**src/rtl/qed_dup_scheduler.sv**
```systemverilog
// qed_dup_scheduler: issue scheduler for QED duplicated execution.
// Originals pass to the core and are queued; queued copies are later issued
// as duplicates remapped to the x17-x31 register half and the +1024 memory half.
module qed_dup_scheduler #(
  parameter int DEPTH = 8,
  parameter int AW    = 3
) (
  input  logic        clk,
  input  logic        rst_n,
  input  logic        ena,
  input  logic        exec_dup,
  input  logic [31:0] ifu_instr,
  input  logic        ifu_valid,
  output logic        ifu_ready,
  input  logic        core_stall,
  output logic [31:0] out_instr,
  output logic        out_valid,
  output logic        out_is_dup,
  output logic [15:0] num_orig,
  output logic [15:0] num_dup,
  output logic        qed_ready,
  output logic        q_full,
  output logic        q_empty
);

  localparam logic [31:0] NOP      = 32'h0000_0013;
  localparam logic [AW:0] FULL_CNT = (AW+1)'(DEPTH);
  localparam logic [AW:0] ONE_CNT  = (AW+1)'(1);

  typedef enum logic [1:0] {S_BYPASS, S_RUN, S_FLUSH} state_t;

  state_t        state, state_n;
  logic [31:0]   mem [DEPTH];
  logic [AW-1:0] wr_ptr, rd_ptr;
  logic [AW:0]   count, cnt_n;
  logic [15:0]   orig_n, dup_n;
  logic          qed_n;
  logic          dup_sel, do_push, do_pop, enter_run;
  logic [31:0]   head, oi_n;
  logic          ov_n, od_n;

  // Register-half map: x0 stays x0, everything else lands in x16-x31.
  function automatic logic [4:0] map_r(input logic [4:0] r);
    return (r == 5'd0) ? 5'd0 : {1'b1, r[3:0]};
  endfunction

  // Duplicate rewrite; instr[30] on loads/stores moves the address up by 1024.
  function automatic logic [31:0] remap(input logic [31:0] i);
    logic [31:0] o;
    o = i;
    case (i[6:0])
      7'b0110011, 7'b0111011: begin
        o[11:7]  = map_r(i[11:7]);
        o[19:15] = map_r(i[19:15]);
        o[24:20] = map_r(i[24:20]);
      end
      7'b0010011, 7'b0011011: begin
        if (i != NOP) begin
          o[11:7]  = map_r(i[11:7]);
          o[19:15] = map_r(i[19:15]);
        end
      end
      7'b0000011: begin
        o[11:7] = map_r(i[11:7]);
        o[30]   = 1'b1;
      end
      7'b0100011: begin
        o[24:20] = map_r(i[24:20]);
        o[30]    = 1'b1;
      end
      default: ;
    endcase
    return o;
  endfunction

  assign q_full  = (count == FULL_CNT);
  assign q_empty = (count == '0);
  assign head    = mem[rd_ptr];

  // A full queue always forces a duplicate so fetch can never deadlock it.
  assign dup_sel   = (state == S_RUN) && !q_empty && (exec_dup || q_full);
  assign do_push   = !core_stall && (state == S_RUN) && !dup_sel && ifu_valid;
  assign do_pop    = !core_stall && (dup_sel || ((state == S_FLUSH) && !q_empty));
  assign enter_run = !core_stall && (state == S_BYPASS) && ena;
  assign ifu_ready = !core_stall && ((state == S_BYPASS) || ((state == S_RUN) && !dup_sel));

  // Next-state values for FSM, counters, queue occupancy and the check point.
  always_comb begin
    state_n = state;
    orig_n  = num_orig;
    dup_n   = num_dup;
    cnt_n   = count;
    if (!core_stall) begin
      case (state)
        S_BYPASS: begin
          if (ena) begin
            state_n = S_RUN;
            orig_n  = '0;
            dup_n   = '0;
            cnt_n   = '0;
          end
        end
        S_RUN: begin
          if (!ena) state_n = S_FLUSH;
        end
        S_FLUSH: begin
          if (count <= ONE_CNT) state_n = S_BYPASS;
        end
        default: state_n = S_BYPASS;
      endcase
      if (do_push) begin
        orig_n = num_orig + 16'd1;
        cnt_n  = count + ONE_CNT;
      end else if (do_pop) begin
        dup_n = num_dup + 16'd1;
        cnt_n = count - ONE_CNT;
      end
    end
    // Gated on the state issuing this cycle, so the last flush pop still flags.
    qed_n = ((state == S_RUN) || (state == S_FLUSH)) &&
            (orig_n == dup_n) && (orig_n != 16'd0) && (cnt_n == '0);
  end

  // Next values of the registered issue port.
  always_comb begin
    oi_n = NOP;
    ov_n = 1'b0;
    od_n = 1'b0;
    case (state)
      S_BYPASS: begin
        oi_n = ifu_valid ? ifu_instr : NOP;
        ov_n = ifu_valid;
      end
      S_RUN, S_FLUSH: begin
        if (do_pop) begin
          oi_n = remap(head);
          ov_n = 1'b1;
          od_n = 1'b1;
        end else if (do_push) begin
          oi_n = ifu_instr;
          ov_n = 1'b1;
        end
      end
      default: ;
    endcase
  end

  // Queue storage; no reset needed since occupancy gates every read.
  always_ff @(posedge clk) begin
    if (do_push) mem[wr_ptr] <= ifu_instr;
  end

  // Control state, pointers, counters and registered outputs; stall freezes all.
  always_ff @(posedge clk) begin
    if (!rst_n) begin
      state      <= S_BYPASS;
      wr_ptr     <= '0;
      rd_ptr     <= '0;
      count      <= '0;
      num_orig   <= '0;
      num_dup    <= '0;
      qed_ready  <= 1'b0;
      out_instr  <= NOP;
      out_valid  <= 1'b0;
      out_is_dup <= 1'b0;
    end else if (!core_stall) begin
      state      <= state_n;
      count      <= cnt_n;
      num_orig   <= orig_n;
      num_dup    <= dup_n;
      qed_ready  <= qed_n;
      out_instr  <= oi_n;
      out_valid  <= ov_n;
      out_is_dup <= od_n;
      if (enter_run) begin
        wr_ptr <= '0;
        rd_ptr <= '0;
      end else begin
        if (do_push) wr_ptr <= wr_ptr + 1'b1;
        if (do_pop)  rd_ptr <= rd_ptr + 1'b1;
      end
    end
  end

endmodule

```
**config.mk**
```make
export PLATFORM = sky130hd
export DESIGN_NAME = qed_dup_scheduler
export DESIGN_NICKNAME = d
export VERILOG_FILES = /design/src/rtl/qed_dup_scheduler.sv
export SDC_FILE = /design/constraint.sdc
export NUM_CORES = 1
export LEC_CHECK = 0
export ABC_AREA = 1
export CAP_MARGIN = 5
export CELL_PAD_IN_SITES_DETAIL_PLACEMENT = 0
export CELL_PAD_IN_SITES_GLOBAL_PLACEMENT = 2
export CORE_MARGIN = 4
export CORE_UTILIZATION = 40
export CTS_CLUSTER_DIAMETER = 80
export CTS_CLUSTER_SIZE = 16
export DETAILED_ROUTE_END_ITERATION = 7
export GPL_ROUTABILITY_DRIVEN = 0
export HOLD_SLACK_MARGIN = 0.02
export PLACE_DENSITY_LB_ADDON = 0.1
export SETUP_SLACK_MARGIN = 0.4
export SYNTH_ARGS = -nofsm -noshare
export SYNTH_HDL_FRONTEND = slang
export SYNTH_SLANG_ARGS = --single-unit
```
**constraint.sdc**
```tcl
create_clock -name clk -period 8.06 [get_ports clk]
set_input_delay 0.806 -clock clk [delete_from_list [all_inputs] [get_ports clk]]
set_output_delay 0.806 -clock clk [all_outputs]
set_load 0.005 [all_outputs]
```
Word level (Yosys, flattened, before mapping)
Memory sizes are Yosys's and may differ from the RTL's. A register that Yosys moved wholly into a read port is not among the register bits.
Index checks and enable logic that the tools add are counted.
{"block": "word_totals", "mem_count": 1, "input_bits": 38, "latchBits": 0, "wordCells": 115, "ram_bits": 256, "output_inout_bits": 70, "rom_bits": 0, "ff_bits": 79}
{"name": "mem", "words": 8, "word_bits": 32, "read_ports": 1, "rd_clocked_by_memory_dff": 1, "wr": 1, "line_no": "33", "source": "logic [31:0] mem [DEPTH];"}
{"block": "classes", "multipliers": 0, "eq_ne": 14, "mux": 43, "addsub": 6, "reduce_logical": 39, "div_mod_pow": 0, "n_lt_le_gt_ge": 1, "bitwise_logic": 1, "n_shift": 0}
{"operator": "$mux 16", "n": 9}
{"operator": "$mux 32", "n": 3}
{"operator": "$pmux 32 s2", "n": 1}
{"operator": "$add 16x1->16 const B", "n": 2}
{"operator": "$ne 32x5->1 const B", "n": 1}
{"operator": "$mux 5", "n": 6}
{"operator": "$eq 7x6->1 const B", "n": 3}
{"operator": "$mux 4", "n": 5}
{"operator": "$pmux 5 s2", "n": 2}
{"operator": "$mux 3", "n": 6}
{"operator": "$eq 16x16->1", "n": 1}
{"operator": "$reduce_bool 16->1", "n": 1}
{"operator": "$logic_not 5->1", "n": 3}
{"operator": "$eq 7x5->1 const B", "n": 2}
{"operator": "$logic_and 1x1->1", "n": 14}
{"operator": "$logic_not 4->1", "n": 2}
{"operator": "$reduce_or 2->1", "n": 4}
{"operator": "$eq 7x2->1 const B", "n": 1}
{"operator": "$add 3x1->3 const B", "n": 2}
{"operator": "$mux 1", "n": 6}
{"operator": "$mux 2", "n": 3}
{"operator": "$pmux 2 s3", "n": 1}
{"operator": "$reduce_or 3->1", "n": 2}
{"operator": "$add 4x1->4 const B", "n": 1}
{"operator": "15 further kinds", "n": 23}

Logic depth before layout (Yosys ltp)
Gate-level depths: netlist of the first run.
{"block": "logic_depth", "ltp_word": 13, "ltp_mapped": 20, "mapped_depth_nobuf": 20}

Worst setup path before layout of the first run
Ideal clock, no wire load.
{"block": "synth_timing", "kind": "input -> register", "from": "input port core_stall", "to": "memory mem[2][0], enable pin", "path_stages": 7, "n_path_buf": 2, "t_required_ns": 7.599, "path_slack_ns": 3.755, "arrival_time_ns": 3.844, "setup_ns": 0.461, "cell_sequence": "nor2_2 -> nand4_4 -> buf_6 -> buf_4 -> nor2_1 -> inv_1 -> nor3_1"}
{"block": "synth_via", "elab_chain_len": 6}
{"item": "from (decl)", "line_no": "15", "source": "input logic core_stall,"}
{"item": "$logic_not 1->1"}
{"item": "$logic_and 1x1->1 (3 in series)", "line_no": "82", "source": "assign do_push = !core_stall && (state == S_RUN) && !dup_sel && ifu_valid;"}
{"item": "$mux 1", "line_no": "150", "source": "if (do_push) mem[wr_ptr] <= ifu_instr;"}
{"item": "$mux 1 (implied by the code)", "line_no": "150"}
{"item": "to (decl)", "line_no": "33"}
No other way between the ends.

==> run summary, run 1 <==
Status: completed
Max incr delay on CP: 0.87 ns
CP startpoint kind: flop
Yosys cell types: 47
Vert. Die Dim: 206 um
EDFF count, synth: 256
Synth Cell Area: 15600 sq um
Crit. End Element: flop
Die area: 42300 sq um
Crit Path Max Fanout: 112
Global route total overflow: 0
Clock Sink Count: 338
DRT Wirelength: 46000 um
Hold path cells: 2
I/O Buffers: 107
Rows: 72
Pin count of the biggest net entering global routing: 113
Tcrit/Tclk final: 0.469
Post-Syn Nets: 1769
Setup bufs post-CTS: 0
Starting density of the core: 0.404
Final Slew Violations: 0
Max Fclk: 0.265 GHz
IO Pins: 108
Crit path required time: 8.46 ns
Leading area contributor after synthesis: edfxtp_1
First-pass GRT wire length: 69900 um
Worst R2R Path Depth: 14
Fin util: 0.464
Die width: 206 um
Share of the synthesized area in the top cell type: 0.492
CTS clk-pin slew, worst paths: 0.08 ns
Syn avg cell area: 9.09 sq um
Final Hold Fails: 0
Root Driver: clkbuf_16
Commonest non-fill, non-tap cells in the layout: nand2_1, edfxtp_1, nor2_1, inv_1, o21ai_0
Clock skew: 0.0148 ns
CTS buffer count: 26
Worst slew pin tran: 1.26 ns
Layout net count: 1843
Setup ws final: 4.28 ns
Ys async rst share: 0
Antenna Nets Post-Route: 0
Routed vias: 12200
Cts hold-fix bufs: 0
# setup viols final: 0
Vias per cell: 5.22
Worst EP arrival: 4.18 ns
Post-synthesis sequential element count: 338
DRC viols: 0
DR iter-0 viols: 868
CTS resizes: 0
Dpl ws: 3.83 ns
H-tree lvl count: 1
VDD IR-drop max: 0.181 mV
Commonest non-fill, non-tap cell in the layout: nand2_1
Most Frequent Cell on Critical Path: nand2_1
Area Growth Syn to Fin: 14.8%
Synthesis warning total: 0
Setup TNS: 0 ns
HPWL after DPL: 28200 um
Total GRT Usage: 0.213
Share of layout cells above drive strength 1: 0.0530
Slowest cell on the critical path: dfxtp_4
Min-delay src: out_instr[13]$_SDFFE_PN0N_
Worst Setup Path Type: flop to flop
Hold endpoint: out_instr[13]$_SDFFE_PN0N_
WL per Instance: 19.7 um
Antenna Cells: 0
Capturing point of the worst reg2reg path: out_instr[11]$_SDFFE_PN0N_
Initial antenna violation count: 1
Worst-Skew Late Latency: 0.55 ns
LEAKAGE: 6.72 nW
Vias in the first global route: 11600
Core footprint: 38600 sq um
Seq/Total Area, Yosys: 0.597
Worst slew margin: 0.162
Crit path cell chain: clkinv_2, buf_4, o21ai_0, o21ai_0, o21ai_0, nand4_1, nor2_1, o21ai_0, nand2_1, nand2_1, nand2_1, nand2_1, nand2_1, a21oi_1
RSZ-0062 raised after global routing: no
Post-Synthesis Cells: 1719
Tmin final: 3.78 ns
Max-Cap Viols: 0
Max clock buf depth: 3
Top FF cell, synth: edfxtp_1
Flop2flop setup slack: 4.28 ns
Min-delay worst type: flop to flop
Ranking of synthesized cells by area: edfxtp_1, nand2_1, dfxtp_1, nor2_1, o21ai_0
Pwr/cell area: 194 nW/um^2
CTS tree: built
DRT Pass-1 Iters: 7
## through the flow
stage	total power [mW]	std cells	instance area (sq um)	hold WS, ns
floorplan	2.12	1719	15600	0.461
global placement	2.26	2283	17200	0.453
detailed placement	2.26	2283	17200	0.457
CTS	3.50	2331	17900	0.468
global route	3.60	2331	17900	0.480
finish	3.47	2331	17900	0.465
## where the power goes
group | switching (mW) | leakage [nW] | internal, mW
Sequential | 0.0196 | 2.97 | 1.89
Combinational | 0.208 | 3.38 | 0.103
Clock | 0.624 | 0.366 | 0.629
Total | 0.852 | 6.72 | 2.62
## critical path: cells and delay by family, from the launching register on
family	cells	cell delay, ns
DFF	1	0.87
AOI/OAI and AO/OA	5	0.98
and+or+nand+nor	7	0.63
buffers and inverters	2	1.05
## Yosys cell counts (8+ instances only)
cell,number
buf_4,8
o22ai_1,43
nand4_1,15
dfxtp_1,82
o221ai_1,8
nor3_1,8
edfxtp_1,256
o32ai_1,9
a21oi_1,67
inv_1,140
nand3_1,104
ha_1,12
nor2_1,237
clkbuf_1,38
nand2_1,455
o21ai_0,128
inv_2,8
buf_2,25
## cells by family after synthesis
kind of cell | count (synthesis) | share of synthesized area
multiplexers | 3 | 0.00192
buffers and inverters | 232 | 0.0622
adder cells (fa/ha/maj) | 12 | 0.00961
XOR/XNOR | 5 | 0.00280
AND/OR/NAND/NOR | 839 | 0.220
flip-flops | 338 | 0.597
AO/OA/AOI/OAI | 290 | 0.106
## metal layers
layer | share of wire | global-route usage | vias up
li1 | - | - | 5945
met1 | 0.46 | 0.300 | 5885
met2 | 0.48 | 0.356 | 278
met3 | 0.042 | 0.0243 | 56
met4 | 0.022 | 0.0507 | 2
met5 | 0.00028 | 0 | -
## worst max path at each step
stage	startpoint	end	slack (ns)	cells past startpoint
detailed placement	core_stall	mem[6][13]$_DFFE_PP_	3.83	8
CTS	flop	out_instr[11]$_SDFFE_PN0N_	4.24	14
floorplan	core_stall	mem[2][0]$_DFFE_PP_	3.75	7
global route	flop	out_instr[11]$_SDFFE_PN0N_	3.98	14
finish	flop	out_instr[11]$_SDFFE_PN0N_	4.28	14
global placement	core_stall	mem[6][28]$_DFFE_PP_	3.87	8
## final cells by class
cell class              instances  area (sq um)
fillers                      3717         20700
flip-flops and latches        338          9340
multi-input cells            1149          5380
repair buffers                128          1230
clock buffers                  43           736
well taps                     518           648
inverters                     150           564
clock inverters                 5          40.0
## sequential cells by signal, indices dropped and copies added (netlist names), named ones only
| register | count |
|---|---|
| mem | 256 |
| out_instr | 32 |
| num_dup | 16 |
| num_orig | 16 |
| count | 4 |
| rd_ptr | 3 |
| wr_ptr | 3 |
| state | 2 |
| out_is_dup | 1 |
| out_valid | 1 |
| qed_ready | 1 |
Note: power is estimated with default switching activity, not from simulation.
==> inputs of run 2 (changes only) <==
CORE_UTILIZATION = 37   (was 40)
clock period = 3.95 ns   (was 8.06 ns; I/O delays follow)
==> run summary, run 2 (synthesis results as in run 1) <==
Vias in the first global route: 11700 (+0.53%)
CTS resizes: 0 (unchanged)
Met2 WL: 22000 um (+0.70%)
Tot Pwr: 7.17 mW (+110%)
DRT Pass-1 Iters: 5 (-2)
Top sig layer: met4
WL per Instance: 19.8 um (+0.55%)
Multi-input gate area: 5390 sq um (+0.23%)
Design area: 18100 sq um (+1.1%)
Clock Sink Count: 338 (unchanged)
Max clock buf depth: 3 (unchanged)
Global route total overflow: 0 (unchanged)
Max-Cap Viols: 0 (unchanged)
Met3 wire length: 1810 um (-6.5%)
Flop2flop setup slack: 1.01 ns (-3.27 ns)
Rows: 75 (+4.2%)
Final Hold Fails: 0 (unchanged)
Commonest non-fill, non-tap cell in the layout: nand2_1
Starting density of the core: 0.373 (-0.0310)
Worst EP arrival: 2.56 ns (-1.62 ns)
Final Slew Violations: 0 (unchanged)
CTS buffer count: 27 (+3.8%)
Largest registers: mem x256, out_instr x32
VDD IR-drop max: 0.321 mV (+77%)
Worst-Skew Late Latency: 0.56 ns (about the same)
Core footprint: 41900 sq um (+8.3%)
Pwr/cell area: 396 nW/um^2 (+100%)
LEAKAGE: 6.81 nW (+1.4%)
Critical Path End: ifu_ready
Max Fclk: 0.339 GHz
Max reg flops: 256 (unchanged)
Crit Path Max Fanout: 10 (-91%)
Routed vias: 12100 (-0.63%)
Area Growth Syn to Fin: 16.0%
Reg with most FFs: mem
HPWL after DPL: 29300 um (+4.2%)
Worst R2R Path Depth: 15 (+1)
Tmin final: 2.95 ns
Filler Cell Count: 4180 (+12%)
I/O Buffers: 107 (unchanged)
First-pass GRT wire length: 71900 um (+2.9%)
Capturing point of the worst reg2reg path: out_instr[11]$_SDFFE_PN0N_
Most Frequent Cell on Critical Path: inv_1
Worst Setup Path Type: flop to output pin
Root Driver: clkbuf_16
Vert. Die Dim: 213 um (+3.8%)
DR iter-0 viols: 773 (-11%)
Placed inst area: 17300 sq um (+0.96%)
H-tree lvl count: 1 (unchanged)
Routed met1 length: 22300 um (+5.6%)
Die width: 213 um (+3.8%)
Clock skew: 0.0170 ns (+0.00213 ns)
Antenna Nets Post-Route: 0 (unchanged)
Crit path required time: 3.56 ns (-4.90 ns)
Die area: 45600 sq um (+7.8%)
IO Pins: 108 (unchanged)
Cts hold-fix bufs: 0 (unchanged)
Worst slew pin tran: 0.962 ns (-0.295 ns)
Pin count of the biggest net entering global routing: 81 (-28%)
Worst slew margin: 0.359 (+0.197)
DRC viols: 0 (unchanged)
CP startpoint kind: flop
Crit. End Element: output pin
Slowest cell on the critical path: clkdlybuf4s50_1
Total GRT Usage: 0.203 (-0.00991)
Layout net count: 1859 (+0.87%)
Status: completed
Setup bufs post-CTS: 0 (unchanged)
FF/Latch Area: 9340 sq um (unchanged)
Initial antenna violation count: 1 (unchanged)
Max incr delay on CP: 0.56 ns (-0.31 ns)
DRT Wirelength: 46900 um (+2.1%)
RSZ-0062 raised after global routing: no
Share of layout cells above drive strength 1: 0.0630 (+0.0100)
CTS tree: built
# setup viols final: 0 (unchanged)
CTS clk-pin slew, worst paths: 0.07 ns (about the same)
Commonest non-fill, non-tap cells in the layout: nand2_1, edfxtp_1, nor2_1, inv_1, o21ai_0
Min-delay worst type: input port to flop
Fin util: 0.433 (-0.0309)
Tcrit/Tclk final: 0.748
Setup crit start: state[0]$_SDFFE_PN0P_
Vias per cell: 5.11 (-2.1%)
Crit path cell chain: inv_1, ha_1, buf_4, inv_1, o21ai_0, clkdlybuf4s50_1
[run 2: critical path: cells and delay by family, from the launching register on]
family	cells	cell delay, ns
AO/OA/AOI/OAI	1	0.27
adder cells (fa/ha/maj)	1	0.23
buffers and inverters	4	1.16
flip-flops	1	0.35
[run 2: layout make-up]
cell class                      instances  area share
Clock inverter                          8     0.00373
Sequential cell                       338       0.515
Antenna cell                            1    0.000138
Inverter                              150      0.0311
Timing Repair Buffer                  143      0.0746
Tap cell                              539      0.0372
Clock buffer                           38      0.0407
Multi-Input combinational cell       1149       0.297
[run 2: how the worst min path moves through the flow]
stage	from	end	depth (start not counted)
finish	core_stall	out_instr[1]$_SDFFE_PN1N_	2
global route	core_stall	out_instr[1]$_SDFFE_PN1N_	2
CTS	core_stall	out_instr[1]$_SDFFE_PN1N_	2
detailed placement	out_instr[21]$_SDFFE_PN0N_	out_instr[21]$_SDFFE_PN0N_	2
global placement	out_instr[7]$_SDFFE_PN0N_	out_instr[7]$_SDFFE_PN0N_	2
floorplan	out_instr[22]$_SDFFE_PN0N_	out_instr[22]$_SDFFE_PN0N_	2
[run 2: metrics by stage]
stage	hold WS, ns	setup TNS (ns)	std cells	setup WS, ns
6_report	0.192	0	2366	0.996
5_1_grt	0.179	0	2365	0.658
4_1_cts	0.164	0	2365	0.947
3_5_place_dp	0.455	0	2319	0.969
3_3_place_gp	0.452	0	2319	0.970
2_1_floorplan	0.461	-14.79	1719	-0.231
[run 2: report_power, final]
group	total [mW]	switching, mW	internal (mW)
combinational	0.661	0.440	0.220
sequential	3.89	0.0368	3.85
clock	2.62	1.30	1.32
total	7.17	1.78	5.39
[run 2: routing by layer]
metal	vias to the layer above	global-route usage
met2	245	0.340
met4	0	0.0366
met3	47	0.0200
li1	5981	-
met1	5816	0.294
met5	-	0
==> variant 1, RTL diff (flow settings as in run 2) <==
Make the reset (`rst_n`) asynchronous in one clocked block.
--- a/src/rtl/qed_dup_scheduler.sv
+++ b/src/rtl/qed_dup_scheduler.sv
@@ -151,7 +151,7 @@
   end
 
   // Control state, pointers, counters and registered outputs; stall freezes all.
-  always_ff @(posedge clk) begin
+  always_ff @(posedge clk or negedge rst_n) begin
     if (!rst_n) begin
       state      <= S_BYPASS;
       wr_ptr     <= '0;
Behaviour: differs if rst_n is asserted again (counterexample within 4 cycles, from zero or initial values and one cycle with rst_n low); with rst_n held inactive, the same outputs for 4 cycles.
==> variant 1 against run 2 <==
Worst setup slack worse by 110 ps. Design area up 3.7%. Sequential cell count down 3. Clock skew down 5.6 ps. Area after synthesis up 3.2%. Wire length up 5.0%. Critical path type is now flop to flop.
Power is not compared: it rests on default switching activity, and its combinational part moved more than twofold at a synthesized area within 25%.
==> variant 1: results (changes against run 2) <==
layout-drive-gt1-share_pct: 5.732  # -0.57 points
wl_met3_microns: 1927  # +6.2%
clkbuf_count: 42  # +11%
nFillCells: 4245  # +1.6%
ys_seq_elements: 335  # -0.89%
crit_family: "simple AND/OR/NAND/NOR gates"
comb.multi_input.count: 1183  # +3.0%
synthTopCellsByCount: "676 x nand2_1, 256 x edfxtp_1, 207 x inv_1"
avgViaCountPerCell: 4.887  # -4.4%
r2r-end: "out_instr[24]$_DFFE_PN0N_"
finalInstanceArea_sq_um: 18800  # +3.7%
synth_xor_xnor_area_share_pct: 0.3261  # +0.046 points
finalNetCount: 1949  # +4.8%
clock_skew_ps: 11.41  # -5.567 ps
cp_max_fo: 65  # +55
ys_async_sr_fraction_pct: 23.58  # +24 points
cp_data_arrival_time_ps: 3530  # +970 ps
cpMaxStageDelayCell: "dfrtp_4"
status: "completed"
sh_seq_area_pct: 51.46  # about the same
critPathMaxStageDelay_ps: 820  # +260 ps
inverters: 215  # +43%
wl_met1_microns: 23100  # +3.6%
r2r_slack_ps: 880  # -130 ps
dp.final_hpwl_microns: 30110  # +2.7%
grt_usage_pct: 20.89  # +0.55 points
layout.nonclk_buf_share_pct: 7.456  # about the same
maxUsedRoutingLayer: "met5"
synth_area_leaders: "edfxtp_1 48%, nand2_1 16%, dfrtp_1 12%"
ys_types: 43  # -8.5%
dp_cells: 2455  # +5.9%
synth-compound-area-share_pct: 4.830  # -5.8 points
fin_cells: 2505  # +5.9%
timing.final.crit_share_pct: 77.60  # +2.8 points
hold_ws_ps: 333.8  # +141.6 ps
grt_pass1_wl_microns: 75910  # +5.6%
synthAdderAreaFrac_pct: 0.9318  # -0.029 points
min_to: "out_valid$_DFFE_PN0N_"
relSlewSlack_pct: 33.71  # -2.2 points
crit_end: "out_instr[24]$_DFFE_PN0N_"
grt_pass1_vias: 12260  # +5.0%
variant 1: cell types whose count changed after synthesis, moves of 9 or more:
cell	change
dfrtp_1	+76
a21oi_1	-35
dfxtp_1	-82
clkbuf_1	-14
buf_2	+14
a22o_1	+12
o22ai_1	-43
nor2_1	-117
nand2_1	+221
nand3_1	+97
o32ai_1	-9
inv_1	+67
o21ai_0	-82
variant 1: layer usage:
layer | vias up | global-route usage, %
li1 | 6051 | -
met4 | 2 | 3.883
met5 | - | 0
met1 | 5914 | 29.85
met3 | 44 | 2.243
met2 | 231 | 34.97
variant 1: power groups by stage:
stage               logic, mW  registers [mW]  clock network, mW
floorplan                2.68            4.40                  0
global placement         4.38            4.59                  0
detailed placement       4.36            4.58                  0
CTS                      4.38            4.51               2.80
global route             4.85            4.55               2.95
finish                   4.31            4.50               2.74
variant 1: cells by family after synthesis:
group	count (synthesis)
AOI/OAI and AO/OA	129
xor gates and xnor gates	6
and+or+nand+nor	1036
adders and majority gates	12
buffers and inverters	292
DFF	335
==> variant 2, RTL diff (config.mk and constraints of run 2) <==
Without the edit above. `AW`: 3 -> 4.
--- a/src/rtl/qed_dup_scheduler.sv
+++ b/src/rtl/qed_dup_scheduler.sv
@@ -3,7 +3,7 @@
 // as duplicates remapped to the x17-x31 register half and the +1024 memory half.
 module qed_dup_scheduler #(
   parameter int DEPTH = 8,
-  parameter int AW    = 3
+  parameter int AW    = 4
 ) (
   input  logic        clk,
   input  logic        rst_n,
Formal check against the unedited RTL: no difference found for any inputs over 4 cycles, from zero or initial values and one cycle with rst_n low; that may be too few to reach the edited logic, so the function may still have changed.
==> variant 2 against run 2 <==
Design area is 0.66% lower. Sequential cell count up 1. Clock skew decreased by 7.8 ps. Combinational power increased by 11%. Area after synthesis fell by 1.3%. Worst setup slack got worse by 210 ps. Total power up 2.9%. Wire length decreased by 1.3%. Highest routed layer unchanged.
==> variant 2: results (changes against run 2) <==
status: "completed"
critPathMaxStageDelay_ps: 490  # -70 ps
syn-num-nets: 1693  # -4.3%
use_met1_pct: 28.26  # -1.2 points
ir_drop_uv: 263.3  # -18%
grt_pass1_wl_microns: 70320  # -2.2%
p_clk_mw: 2.72  # +4%
buffers: 145  # +1.4%
r2r_slack_ps: 780  # -230 ps
clock_skew_ps: 9.202  # -7.778 ps
synth_xor_xnor_area_share_pct: 1.249  # +0.97 points
synth_mux_area_share_pct: 0.1298  # -0.062 points
wl_met1_microns: 21330  # -4.4%
yosysSeqAreaShare_pct: 60.62  # +0.90 points
wl_per_cell_microns: 20.30  # +2.4%
crit_family: "simple AND/OR/NAND/NOR gates"
synth_area_leaders: "edfxtp_1 50%, dfxtp_1 11%, nand2_1 8.3%"
dp.final_hpwl_microns: 29550  # +0.75%
leakage_nw: 6.561  # -3.7%
inverters: 123  # -18%
nFillCells: 4007  # -4.1%
power_frac_comb_pct: 10.0  # +0.8 points
clock_area_share_pct: 4.650  # +0.21 points
sh_seq_area_pct: 51.96  # +0.44 points
grt_usage_pct: 20.27  # -0.073 points
cts_buffers: 26  # -3.7%
multi_input_area_share_pct: 29.31  # -0.43 points
cpMaxStageDelayCell: "o21ai_0"
critical_path_class: "flop to flop"
syn_area_per_cell_sq_um: 9.386  # +3.3%
cp_data_arrival_time_ps: 3660  # +1100 ps
wl_met3_microns: 2007  # +11%
met3_usage_pct: 2.464  # +0.46 points
cp_max_fo: 21  # +11
synth-compound-area-share_pct: 11.72  # +1.1 points
p_switching_mw: 1.787  # +0.39%
crit_end: "qed_ready$_SDFFE_PN0N_"
rr_worst_depth: 19  # +4
dp_cells: 2234  # -3.7%
[variant 2: cell types whose count changed in the layout (fill, tap and decap cells not counted), sizes merged, moves of 10 or more]
cell,before,now
nand2,460,345
xor2,2,19
nor2,240,259
o21ai,139,162
o22ai,43,53
inv,151,121
nand3,107,93
[variant 2: worst min path at each step]
| stage | slack [ps] | cells past startpoint | end |
|---|---|---|---|
| after global placement | 450 | 2 | out_instr[7]$_SDFFE_PN0N_ |
| after CTS | 380 | 4 | out_instr[5]$_SDFFE_PN0N_ |
| after floorplan | 440 | 1 | flop |
| final | 400 | 4 | out_instr[2]$_SDFFE_PN0N_ |
| after global routing | 410 | 4 | out_is_dup$_SDFFE_PN0N_ |
| after detailed placement | 460 | 2 | out_instr[8]$_SDFFE_PN0N_ |
[variant 2: stage by stage]
step,hold slack [ps],worst slack (ps)
global route,413.3,472.6
finish,400.0,784.3
detailed placement,455.3,704.1
floorplan,440.7,415.7
CTS,378.9,804.1
global placement,452.6,732.4
